===== src/rtl/fetch_queue_pkg.sv =====
// Shared definitions for the instruction-fetch front end: FSM state encoding and entry width helpers.
package fetch_pkg;

    typedef enum logic [1:0] {
        FQ_IDLE = 2'd0,
        FQ_RUN  = 2'd1,
        FQ_HOLD = 2'd2
    } fq_state_e;

    localparam int PC_W_DEF   = 8;
    localparam int INST_W_DEF = 32;
    localparam int ENTRY_W    = PC_W_DEF + INST_W_DEF;

    // A queue entry is {pc+1, inst}, with pc+1 in the upper bits.
    function automatic int entry_width(input int pc_w, input int inst_w);
        return pc_w + inst_w;
    endfunction

endpackage


===== src/rtl/fetch_queue_if.sv =====
// Bundle of the redirect/freeze controls, the instruction-memory port and the IF/ID handshake.
interface fetch_queue_if #(
    parameter int PC_W   = 8,
    parameter int INST_W = 32,
    parameter int CNT_W  = 3
);
    logic              redirect;
    logic [PC_W-1:0]   redirect_pc;
    logic              freeze;
    logic              imem_req;
    logic [PC_W-1:0]   imem_addr;
    logic [INST_W-1:0] imem_rdata;
    logic              out_valid;
    logic              out_ready;
    logic [INST_W-1:0] out_inst;
    logic [PC_W-1:0]   out_pcadd;
    logic [CNT_W-1:0]  count;

    modport master (
        input  redirect, redirect_pc, freeze, imem_rdata, out_ready,
        output imem_req, imem_addr, out_valid, out_inst, out_pcadd, count
    );

    modport slave (
        output redirect, redirect_pc, freeze, imem_rdata, out_ready,
        input  imem_req, imem_addr, out_valid, out_inst, out_pcadd, count
    );
endinterface


===== src/rtl/fetch_queue_fifo.sv =====
// Prefetch FIFO: wrap-bit pointers, synchronous clear, simultaneous push and pop.
module fq_fifo #(
    parameter  int DEPTH = 4,
    parameter  int WIDTH = 40,
    localparam int AW    = $clog2(DEPTH)
) (
    input  logic             clk,
    input  logic             rst,
    input  logic             clear,
    input  logic             push,
    input  logic [WIDTH-1:0] push_data,
    input  logic             pop,
    output logic [WIDTH-1:0] head,
    output logic             empty,
    output logic [AW:0]      count
);

    logic [WIDTH-1:0] mem [DEPTH];
    logic [AW:0]      wr_ptr;
    logic [AW:0]      rd_ptr;

    always_ff @(posedge clk) begin
        if (rst || clear) begin
            wr_ptr <= '0;
            rd_ptr <= '0;
        end else begin
            if (push) wr_ptr <= wr_ptr + (AW+1)'(1);
            if (pop)  rd_ptr <= rd_ptr + (AW+1)'(1);
        end
    end

    always_ff @(posedge clk) begin
        if (push && !rst && !clear) mem[wr_ptr[AW-1:0]] <= push_data;
    end

    // The extra wrap bit lets full (count == DEPTH) and empty be told apart.
    assign count = wr_ptr - rd_ptr;
    assign empty = (count == '0);
    assign head  = mem[rd_ptr[AW-1:0]];

endmodule


===== src/rtl/fetch_queue.sv =====
// Instruction-fetch front end: PC register, fetch FSM, in-flight tracking and the prefetch FIFO.
module fetch_queue
    import fetch_pkg::*;
#(
    parameter int              PC_W     = 8,
    parameter int              INST_W   = 32,
    parameter int              DEPTH    = 4,
    parameter logic [PC_W-1:0] RESET_PC = '0
) (
    input logic           clk,
    input logic           rst_n,
    fetch_queue_if.master bus
);

    localparam int CNT_W = $clog2(DEPTH) + 1;
    localparam int EW    = entry_width(PC_W, INST_W);

    fq_state_e         state;
    logic [PC_W-1:0]   pc;
    logic [PC_W-1:0]   req_pc;
    logic [PC_W-1:0]   req_pc_inc;
    logic              inflight;
    logic [CNT_W-1:0]  count;
    logic              empty;
    logic [EW-1:0]     head;
    logic              credit;
    logic              take_redirect;
    logic              issue_redir;
    logic              issue_seq;
    logic              issue;
    logic              push;
    logic              pop;

    // Credit uses registered occupancy only, so out_ready never reaches imem_req.
    assign credit        = (count + CNT_W'(inflight)) < CNT_W'(DEPTH);
    assign take_redirect = bus.redirect && (state != FQ_IDLE);
    assign issue_redir   = take_redirect && !bus.freeze;
    assign issue_seq     = (state == FQ_RUN) && !take_redirect && !bus.freeze && credit;
    assign issue         = !rst_n && (issue_redir || issue_seq);

    assign bus.imem_req  = issue;
    assign bus.imem_addr = take_redirect ? bus.redirect_pc : pc;

    assign req_pc_inc = req_pc + 1'b1;
    assign push       = inflight && !take_redirect;
    assign pop        = !empty && bus.out_ready && !take_redirect;

    always_ff @(posedge clk) begin
        if (rst_n) begin
            state    <= FQ_IDLE;
            pc       <= RESET_PC;
            req_pc   <= RESET_PC;
            inflight <= 1'b0;
        end else begin
            inflight <= issue;
            if (issue) req_pc <= bus.imem_addr;
            case (state)
                FQ_IDLE: state <= FQ_RUN;
                FQ_RUN, FQ_HOLD: begin
                    if (take_redirect) begin
                        state <= bus.freeze ? FQ_HOLD : FQ_RUN;
                        pc    <= bus.freeze ? bus.redirect_pc : bus.redirect_pc + 1'b1;
                    end else begin
                        if (issue_seq) pc <= pc + 1'b1;
                        state <= (bus.freeze || !credit) ? FQ_HOLD : FQ_RUN;
                    end
                end
                default: state <= FQ_IDLE;
            endcase
        end
    end

    fq_fifo #(
        .DEPTH (DEPTH),
        .WIDTH (EW)
    ) u_fifo (
        .clk       (clk),
        .rst       (rst_n),
        .clear     (take_redirect),
        .push      (push),
        .push_data ({req_pc_inc, bus.imem_rdata}),
        .pop       (pop),
        .head      (head),
        .empty     (empty),
        .count     (count)
    );

    assign bus.out_valid                 = !empty;
    assign bus.count                     = count;
    assign {bus.out_pcadd, bus.out_inst} = head;

endmodule


===== src/flat_wrapper.sv =====
// flat-port wrapper written by rule: the top's interface ports become plain ports
module fetch_queue_flat import fetch_pkg::*;
#(
    parameter int              PC_W     = 8,
    parameter int              INST_W   = 32,
    parameter int              DEPTH    = 4,
    parameter logic [PC_W-1:0] RESET_PC = '0
)
  (clk, rst_n, bus_redirect, bus_redirect_pc, bus_freeze, bus_imem_rdata, bus_out_ready, bus_imem_req, bus_imem_addr, bus_out_valid, bus_out_inst, bus_out_pcadd, bus_count);
  fetch_queue_if #(.PC_W(PC_W), .INST_W(INST_W), .CNT_W(($clog2(DEPTH) + 1))) bus_i ();
  input logic clk;
  input logic rst_n;
  input wire logic [$bits(bus_i.redirect)-1:0] bus_redirect;
  input wire logic [$bits(bus_i.redirect_pc)-1:0] bus_redirect_pc;
  input wire logic [$bits(bus_i.freeze)-1:0] bus_freeze;
  input wire logic [$bits(bus_i.imem_rdata)-1:0] bus_imem_rdata;
  input wire logic [$bits(bus_i.out_ready)-1:0] bus_out_ready;
  output wire logic [$bits(bus_i.imem_req)-1:0] bus_imem_req;
  output wire logic [$bits(bus_i.imem_addr)-1:0] bus_imem_addr;
  output wire logic [$bits(bus_i.out_valid)-1:0] bus_out_valid;
  output wire logic [$bits(bus_i.out_inst)-1:0] bus_out_inst;
  output wire logic [$bits(bus_i.out_pcadd)-1:0] bus_out_pcadd;
  output wire logic [$bits(bus_i.count)-1:0] bus_count;
  assign bus_i.redirect = bus_redirect;
  assign bus_i.redirect_pc = bus_redirect_pc;
  assign bus_i.freeze = bus_freeze;
  assign bus_i.imem_rdata = bus_imem_rdata;
  assign bus_i.out_ready = bus_out_ready;
  assign bus_imem_req = bus_i.imem_req;
  assign bus_imem_addr = bus_i.imem_addr;
  assign bus_out_valid = bus_i.out_valid;
  assign bus_out_inst = bus_i.out_inst;
  assign bus_out_pcadd = bus_i.out_pcadd;
  assign bus_count = bus_i.count;
  fetch_queue #(.PC_W(PC_W), .INST_W(INST_W), .DEPTH(DEPTH), .RESET_PC(RESET_PC)) u_core (.clk(clk), .rst_n(rst_n), .bus(bus_i));
endmodule

===== config.mk =====
export PLATFORM = sky130hd
export DESIGN_NAME = fetch_queue_flat
export DESIGN_NICKNAME = d
export VERILOG_FILES = /design/src/rtl/fetch_queue_pkg.sv /design/src/rtl/fetch_queue_if.sv /design/src/rtl/fetch_queue_fifo.sv /design/src/rtl/fetch_queue.sv /design/src/flat_wrapper.sv
export SDC_FILE = /design/constraint.sdc
export NUM_CORES = 1
export LEC_CHECK = 0
export CAP_MARGIN = 20
export CORE_MARGIN = 4
export CORE_UTILIZATION = 40
export DETAILED_ROUTE_END_ITERATION = 10
export HOLD_SLACK_MARGIN = 0.03
export SETUP_SLACK_MARGIN = 0.15
export SYNTH_ARGS = -nofsm -noshare
export SYNTH_HDL_FRONTEND = slang
export SYNTH_SLANG_ARGS = --single-unit

===== constraint.sdc =====
create_clock -name clk -period 8.7 [get_ports clk]
set_input_delay 1.305 -clock clk [delete_from_list [all_inputs] [get_ports clk]]
set_output_delay 1.305 -clock clk [all_outputs]
set_load 0.01 [all_outputs]

==> results of run 1 <==
area by class of cell:
| type | instances | area share |
|---|---|---|
| Multi-Input combinational cell | 201 | 0.217 |
| Clock buffer | 17 | 0.0455 |
| Timing Repair Buffer | 103 | 0.109 |
| Sequential cell | 187 | 0.573 |
| Inverter | 14 | 0.00563 |
| Clock inverter | 15 | 0.0197 |
| Tap cell | 229 | 0.0307 |
synthesized netlist by cell type, types with 2 or more instances:
| cell type | count |
|---|---|
| o21ai_0 | 10 |
| nand4_1 | 2 |
| a21oi_1 | 7 |
| dfxtp_1 | 27 |
| ha_1 | 12 |
| nor3_1 | 4 |
| clkbuf_1 | 12 |
| or2b_2 | 2 |
| nand4b_1 | 3 |
| edfxtp_1 | 160 |
| inv_1 | 14 |
| and3_2 | 3 |
| nand3_1 | 9 |
| and2_1 | 2 |
| nor2_1 | 21 |
| xnor2_1 | 8 |
| buf_2 | 4 |
| xor2_1 | 10 |
| mux2i_1 | 11 |
| mux4_2 | 40 |
| nand2_1 | 32 |
sequential cells by signal, indices dropped and copies added (netlist names), named ones only:
name	count
u_core.inflight	1
u_core.pc	8
u_core.req_pc	8
u_core.state	2
u_core.u_fifo.mem	160
u_core.u_fifo.rd_ptr	3
u_core.u_fifo.wr_ptr	3
metrics by stage:
stage	hold slack, ps	power, mW	instance area [um^2]
after floorplan	458	1.33	7510
after global placement	479	1.55	8720
after detailed placement	485	1.55	8720
after CTS	508	2.35	9330
after global routing	526	2.42	9340
final	502	2.31	9340
layer usage:
metal	share of wire	wire length [um]	up-vias
li1	-	-	1845
met1	0.44	6300	2027
met2	0.50	7040	101
met3	0.045	631	17
met4	0.015	206	0
met5	0	0	-
final timing paths:
path | from | end | slack (ps) | depth (start not counted)
worst max-delay path | bus_redirect | bus_imem_req | 3480 | 5
worst min-delay path | u_core.pc[7]$_SDFFE_PP0P_ | u_core.pc[7]$_SDFFE_PP0P_ | 500 | 1
worst max register to register | u_core.u_fifo.wr_ptr[0]$_SDFFE_PP0N_ | u_core.req_pc[7]$_SDFFE_PP0P_ | 5510 | 8
worst min register to register | u_core.pc[7]$_SDFFE_PP0P_ | u_core.pc[7]$_SDFFE_PP0P_ | 500 | 1
cell families (layout without fill, tap and decap cells):
family / after synthesis / in the layout / share of synthesized area
DFF: 187 / 187 / 0.712
xor gates and xnor gates: 19 / 19 / 0.0242
adders and majority gates: 13 / 13 / 0.0227
AOI/OAI and AO/OA: 30 / 30 / 0.0288
buffers and inverters: 33 / 149 / 0.0195
muxes: 52 / 52 / 0.136
and+or+nand+nor: 87 / 87 / 0.0571
worst reg2reg max path: cells and delay by family (launching register included):
kind | cells | cell delay, ps
xor gates and xnor gates | 1 | 170
and+or+nand+nor | 2 | 480
DFF | 1 | 400
AOI/OAI and AO/OA | 1 | 850
muxes | 1 | 310
buffers and inverters | 1 | 110
adders and majority gates | 2 | 710
report_power, final:
group          total [mW]  switching (mW)  leakage [nW]  internal, mW
sequential           1.06          0.0621          1.66         0.998
combinational       0.461           0.183          1.12         0.277
clock               0.793           0.335         0.299         0.458
total                2.31           0.580          3.08          1.73
==> flow_metrics.tcl, run 1 <==
set metrics [dict create \
    start_util 0.412 \
    clock_latency_ps 420 \
    worst_slew_pin_slew_ps 1100 \
    crit_family "buffers and inverters" \
    clock_path_buffers 2 \
    num_rows 49 \
    area_growth_pct 24.4 \
    chipWidth_um 145 \
    grt_max_degree 41 \
    wl_per_cell_um 18.5 \
    ir_drop_v 0.000137 \
    max_slew_margin 0.265 \
    powerDensity_nw_per_um2 248 \
    critical_path_arrival_ps 3920 \
    crit_chain "clkdlybuf4s50_1 -> or2b_2 -> o22ai_1 -> and2_1 -> clkdlybuf4s50_1" \
    synth_edf_count 160 \
    gr-total-overflow 0 \
    cp-end-kind "output pin" \
    diodes 0 \
    port_buffers 97 \
    vias 3990 \
    max_freq_mhz 191 \
    synthFlopType "edfxtp_1" \
    syn_area_per_cell_um2 17.8 \
    viasPerCell 5.21 \
    antenna_found_initial 0 \
    grt_pass1_vias 4260 \
    crit_top_cell "clkdlybuf4s50_1" \
    cts_resized 0 \
    final_cell_mix "160 x edfxtp_1, 97 x clkdlybuf4s50_1, 40 x mux4_2" \
    tns_ps 0 \
    postSynthCellCount 421 \
    setup_viol 0 \
    cts-root-buf "clkbuf_16" \
    coreArea_um2 18200 \
    synth_top_area_frac 0.640 \
    die_area_um2 21000 \
    outcome "finished clean" \
    p_leak_nw 3.08 \
    finClkSkew_ps 12.9 \
    async_flop_share 0 \
    final_cell_count_no_fill 766 \
    syn-num-nets 479 \
    yosysTopAreaCell "edfxtp_1" \
    use_met3 0.0349 \
    cts_tree "built" \
    hold_viol 0 \
    cpPeakStageDelay_ps 900 \
    die_height_um 145 \
    gp_congestion 0.784 \
    seq_area_frac_synth 0.712 \
    cap_violations 0 \
    worst-path-max-fanout 24 \
    fin_crit_ps 5220 \
    drt_first_pass_iters 4 \
    regArea_um2 5350 \
    ys_ff_latch 187 \
    synth_area_um2 7510 \
    ys_warn_count 0 \
    cp.required_ps 7390 \
    place_ws_ps 3460 \
    grtUsageTotal 0.140 \
    critPathKind "primary input to output pin" \
    ys_types 49 \
    nets 582 \
    synth_area_leaders "edfxtp_1 64%, mux4_2 12%, dfxtp_1 7.2%" \
    slew_viol_final 0 \
    critPathSlowestCell "o22ai_1" \
    clock-sinks 187 \
    fill_cells 1471 \
    cts.clk_slew.worst_paths_ps 70 \
    cts.htree.levels 4 \
    layout_commonest_cell "edfxtp_1" \
    pin_count 98 \
    drive_gt1_frac 0.181 \
    hold_buffers 0 \
    grt_pass1_wl_mm 23.0 \
    global_route.peak_usage_layer "met2" \
    drc 0 \
    hp-class "flop to flop" \
    detail-route-antenna-nets 0 \
    totalWireLength_mm 14.2 \
    final_util 0.513 \
    rsz0062_at_grt "false" \
    drt_iter0_markers 115 \
    fin_crit_sh 0.600 \
    grt_util_met2 0.230 \
    post_cts_buffers 0 \
    multi_input_area_um2 2030 \
    use_met1 0.183 \
    cts_buffers 17 \
    start_kind "primary input" \
    place_hpwl_mm 8.77 \
    worst-path-buf-inv 2 \
    worst_slack_ps 3480 \
    dpl.cell_count 733 \
]
No activity file was read; power rests on OpenSTA's default activity.
==> run 2: changes to the inputs <==
- clock period: 8.7 -> 5.2 ns (I/O delays scaled with it)
==> run 2 against run 1 <==
Against the previous run:
- worst hold slack got worse by 9.4 ps
- cell count grew 0.13%
- clock-buffer cell count unchanged
- largest cell class unchanged
- die area unchanged
- core utilization up 0.36 points
- first-iteration DRC count grew 32%
- total power rose by 70%
- wire length increased by 1.0%
- critical path depth increased by 4
- global-route usage increased by 0.087 points
- clock skew about the same
==> flow_metrics.tcl, run 2 (same netlist as run 1, synthesis figures left out) <==
set metrics [dict create \
    switching_share 0.240 \
    outcome "finished clean" \
    clock_path_buffers 2 \
    start_kind "flop" \
    coreArea_um2 18200 \
    hold_viol 0 \
    fin_crit_sh 0.774 \
    place_hpwl_mm 8.84 \
    fill_cells 1483 \
    vias 3927 \
    tns_ps 0 \
    grt_pass1_vias 4256 \
    area_growth_pct 25.3 \
    whs_ps 493 \
    slew_viol_final 0 \
    cts_buffers 17 \
    hp-class "flop to flop" \
    die_area_um2 21000 \
    rsz0062_at_grt "false" \
    port_buffers 97 \
    finClkSkew_ps 12.6 \
    clock_latency_ps 420 \
    grt_max_degree 41 \
    drc 0 \
    place_ws_ps 1410 \
    setup_viol 0 \
    grt_pass1_wl_mm 23.1 \
    seq_power_share 0.451 \
    cts_tree "built" \
    gp_congestion 0.787 \
    num_rows 49 \
    final_cell_mix "160 x edfxtp_1, 97 x clkdlybuf4s50_1, 40 x mux4_2" \
    diodes 0 \
    p_leak_nw 3.11 \
    detail-route-antenna-nets 0 \
    post_cts_buffers 0 \
    r2r_slack_ps 2200 \
    drive_gt1_frac 0.182 \
    fin_crit_ps 4020 \
    ir_drop_v 0.000243 \
    p_sw_mw 0.945 \
    cts-root-buf "clkbuf_16" \
    pin_count 98 \
    critical_path_arrival_ps 3240 \
    pwr-share-comb 0.196 \
    hold_buffers 0 \
    clock-sinks 187 \
    regArea_um2 5350 \
    startpoint "u_core.u_fifo.wr_ptr[0]$_SDFFE_PP0N_" \
    largest_reg_flops 160 \
    start_util 0.412 \
    wl_per_cell_um 18.7 \
    die_height_um 145 \
    antenna_found_initial 0 \
    r2r-start "u_core.u_fifo.wr_ptr[0]$_SDFFE_PP0N_" \
    cts_resized 0 \
    gr-total-overflow 0 \
    worst-path-max-fanout 10 \
    max_slew_margin 0.407 \
    layout_commonest_cell "edfxtp_1" \
    drt_first_pass_iters 4 \
    p_int_mw 2.99 \
    hp-start "u_core.pc[7]$_SDFFE_PP0P_" \
    cp.required_ps 4420 \
    cts.clk_slew.worst_paths_ps 70 \
    critPathKind "flop to output pin" \
    worst_slack_ps 1180 \
    viasPerCell 5.12 \
    worst_slew_pin_slew_ps 888 \
    multi_input_area_um2 2030 \
    grtUsageTotal 0.140 \
    chipWidth_um 145 \
    cap_violations 0 \
    totalWireLength_mm 14.3 \
    powerDensity_nw_per_um2 419 \
    drt_iter0_markers 152 \
    max_freq_mhz 249 \
    nets 583 \
    pwr-share-clk 0.353 \
    cts.htree.levels 4 \
    cp-end-kind "output pin" \
]
==> run 2: cell types whose count changed in the layout (fill, tap and decap cells not counted) <==
cell,before,now
buf_4,6,5
inv_6,6,4
clkinvlp_4,1,0
buf_12,0,2
clkinv_2,2,3
bufinv_16,3,5
clkinvlp_2,0,1
inv_8,1,0
==> run 2: power by group through the flow <==
stage / clock network (mW) / registers, mW / logic, mW
after floorplan: 0 / 1.72 / 0.503
after global placement: 0 / 1.83 / 0.767
after detailed placement: 0 / 1.83 / 0.770
after CTS: 1.42 / 1.79 / 0.775
after global routing: 1.48 / 1.80 / 0.835
final: 1.39 / 1.78 / 0.773
==> run 2: final cells by class <==
class | instances | area share
multi-input cells | 201 | 0.215
clock inverters | 15 | 0.0231
well taps | 229 | 0.0305
flip-flops and latches | 187 | 0.569
repair buffers | 104 | 0.111
clock buffers | 17 | 0.0452
inverters | 14 | 0.00559
==> run 2: through the flow <==
step	instance area (um^2)	util	power, mW	instances
detailed placement	8720	0.479	2.60	732
global route	9410	0.517	4.11	767
floorplan	7510	-	2.22	421
CTS	9360	0.514	3.99	764
finish	9410	0.517	3.94	767
global placement	8720	0.479	2.59	732
==> run 2: path summary, 6_finish.rpt <==
kind                                                   to  cells past startpoint
worst max-delay path                         bus_imem_req                      9
worst min-delay path            u_core.pc[7]$_SDFFE_PP0P_                      1
worst max register to register  u_core.pc[2]$_SDFFE_PP0P_                      8
worst min register to register  u_core.pc[7]$_SDFFE_PP0P_                      1
==> run 2: critical path: stages (launching register included) <==
cell and delay (ps):
dfxtp_1 400, inv_1 110, ha_1 220, fa_1 480, or3b_4 410, xor2_1 160, o22ai_1 130, buf_4 220
and2_1 150, clkdlybuf4s50_1 540
==> run 2: layer usage <==
layer | GRT usage | vias up | routed length, um
li1 | - | 1847 | -
met1 | 0.190 | 1964 | 6630
met2 | 0.227 | 99 | 6930
met3 | 0.0337 | 17 | 574
met4 | 0.0456 | 0 | 182
met5 | 0 | - | 0
==> run 3: changes to the inputs <==
- clock period: 5.2 -> 3.8 ns (I/O delays scaled with it)
==> run 3 against run 2 <==
Against the previous run:
- register-to-register slack worse by 1300 ps
- die area is the same
- clock skew fell by 3.2 ps
- largest cell class unchanged
- worst hold slack improved by 9.4 ps
- critical path type unchanged
- total power grew 31%
- combinational power grew 50%
==> flow_metrics.tcl, run 3 (same netlist as run 1, synthesis figures left out) <==
set metrics [dict create \
    outcome "finished clean" \
    grtUsageTotal 0.139 \
    whs_ps 502 \
    regArea_um2 5350 \
    worst-path-max-fanout 4 \
    diodes 0 \
    drt_iter0_markers 181 \
    grt_max_degree 41 \
    num_rows 49 \
    drive_gt1_frac 0.187 \
    nets 587 \
    final_cell_mix "160 x edfxtp_1, 96 x clkdlybuf4s50_1, 40 x mux4_2" \
    area_growth_pct 24.4 \
    fill_cells 1490 \
    hp-class "flop to flop" \
    clock_latency_ps 410 \
    grt_pass1_vias 4243 \
    drc 0 \
    hp-start "u_core.pc[7]$_SDFFE_PP0P_" \
    start_util 0.412 \
    largest_reg_flops 160 \
    critPathKind "flop to output pin" \
    place_hpwl_mm 9.07 \
    die_height_um 145 \
    setup_viol 0 \
    viasPerCell 5.15 \
    grt_pass1_wl_mm 22.9 \
    cts.clk_slew.worst_paths_ps 60 \
    max_freq_mhz 316 \
    cts_tree "built" \
    port_buffers 97 \
    tns_ps 0 \
    totalWireLength_mm 14.4 \
    max_slew_margin 0.452 \
    hold_viol 0 \
    antenna_found_initial 0 \
    cts.htree.levels 4 \
    pin_count 98 \
    gr-total-overflow 0 \
    powerDensity_nw_per_um2 550 \
    reg2reg_to "u_core.pc[2]$_SDFFE_PP0P_" \
    cp-end-kind "output pin" \
    r2r_slack_ps 860 \
    cts-root-buf "clkbuf_16" \
    rsz0062_at_grt "false" \
    hold_buffers 0 \
    gp_congestion 0.782 \
    cp.required_ps 3230 \
    final_util 0.513 \
    multi_input_area_um2 2030 \
    cts_buffers 17 \
    fin_crit_ps 3170 \
    clock-sinks 187 \
    drt_first_pass_iters 5 \
    detail-route-antenna-nets 0 \
    r2r-start "u_core.u_fifo.wr_ptr[0]$_SDFFE_PP0N_" \
    cap_violations 0 \
    p_leak_nw 3.10 \
    start_kind "flop" \
    coreArea_um2 18200 \
    vias 3963 \
    worst_slew_pin_slew_ps 821 \
    layout_commonest_cell "edfxtp_1" \
    critical_path_arrival_ps 2600 \
    rr_worst_depth 8 \
    min_path_cells 1 \
    chipWidth_um 145 \
    clock_path_buffers 2 \
    wl_per_cell_um 18.6 \
    die_area_um2 21000 \
    fin_crit_sh 0.833 \
    ir_drop_v 0.000308 \
    finClkSkew_ps 9.45 \
    whs_endpoint "u_core.pc[7]$_SDFFE_PP0P_" \
    slew_viol_final 0 \
]
-- run 3: changes by cell type in the layout (fill, tap and decap cells not counted), sizes merged --
cell           before  now
clkinvlp            1    0
bufinv              5    1
clkdlybuf4s50      97   96
dlymetal6s2s        0    1
buf                 7   11
clkinv              5    9
-- run 3: power by group --
group / switching, mW / total (mW) / leakage (nW) / internal, mW
Combinational: 0.506 / 1.16 / 1.17 / 0.659
Clock: 0.725 / 1.63 / 0.273 / 0.901
Sequential: 0.0622 / 2.35 / 1.66 / 2.29
Total: 1.29 / 5.14 / 3.10 / 3.85
-- run 3: timing repair --
| action | CTS | global route |
|---|---|---|
| hold endpoints to repair | 0 | 0 |
| buffers inserted | 0 | 0 |
| resized for setup | 0 | 2 |
| endpoints found under the setup margin | 0 | 1 |
-- run 3: worst max-delay path, cell delays in order (launching register included) --
cell            delay (ps)
dfxtp_2                360
inv_1                   90
ha_1                   210
fa_1                   480
or3b_4                 410
xor2_1                 180
o22ai_1                100
and2_1                 170
dlymetal6s2s_1         160
-- run 3: per-layer routing --
layer	wire, um	track usage	vias up
li1	-	-	1847
met1	6390	0.179	2006
met2	7130	0.232	98
met3	697	0.0424	12
met4	131	0.0371	0
met5	0	0	-
-- run 3: how the worst max path moves through the flow --
stage / from / end / slack (ps) / depth (start not counted)
floorplan: bus_redirect / u_core.u_fifo.mem[3][0]$_DFFE_PP_ / 220 / 5
global placement: u_core.u_fifo.wr_ptr[0]$_SDFFE_PP0N_ / bus_imem_req / 660 / 8
detailed placement: u_core.u_fifo.wr_ptr[0]$_SDFFE_PP0N_ / bus_imem_req / 640 / 8
CTS: u_core.u_fifo.wr_ptr[0]$_SDFFE_PP0N_ / bus_imem_req / 160 / 8
global route: u_core.state[0]$_SDFF_PP0_ / bus_imem_addr[4] / 470 / 6
finish: u_core.u_fifo.wr_ptr[0]$_SDFFE_PP0N_ / bus_imem_req / 630 / 8
-- run 3: cell type report --
cell class,instances,area share
clock inverters,14,0.0127
well taps,229,0.0307
clock buffers,17,0.0455
repair buffers,108,0.116
flip-flops and latches,187,0.573
multi-input cells,201,0.217
inverters,14,0.00562
-- run 3: through the flow --
step                      worst slack [ps]  power, mW  cells  instance area [um^2]
after CTS                              155       5.23    770                  9340
after floorplan                        222       3.04    421                  7510
after detailed placement               641       3.59    739                  8790
after global routing                   473       5.39    770                  9340
final                                  634       5.14    770                  9340
after global placement                 663       3.58    739                  8790
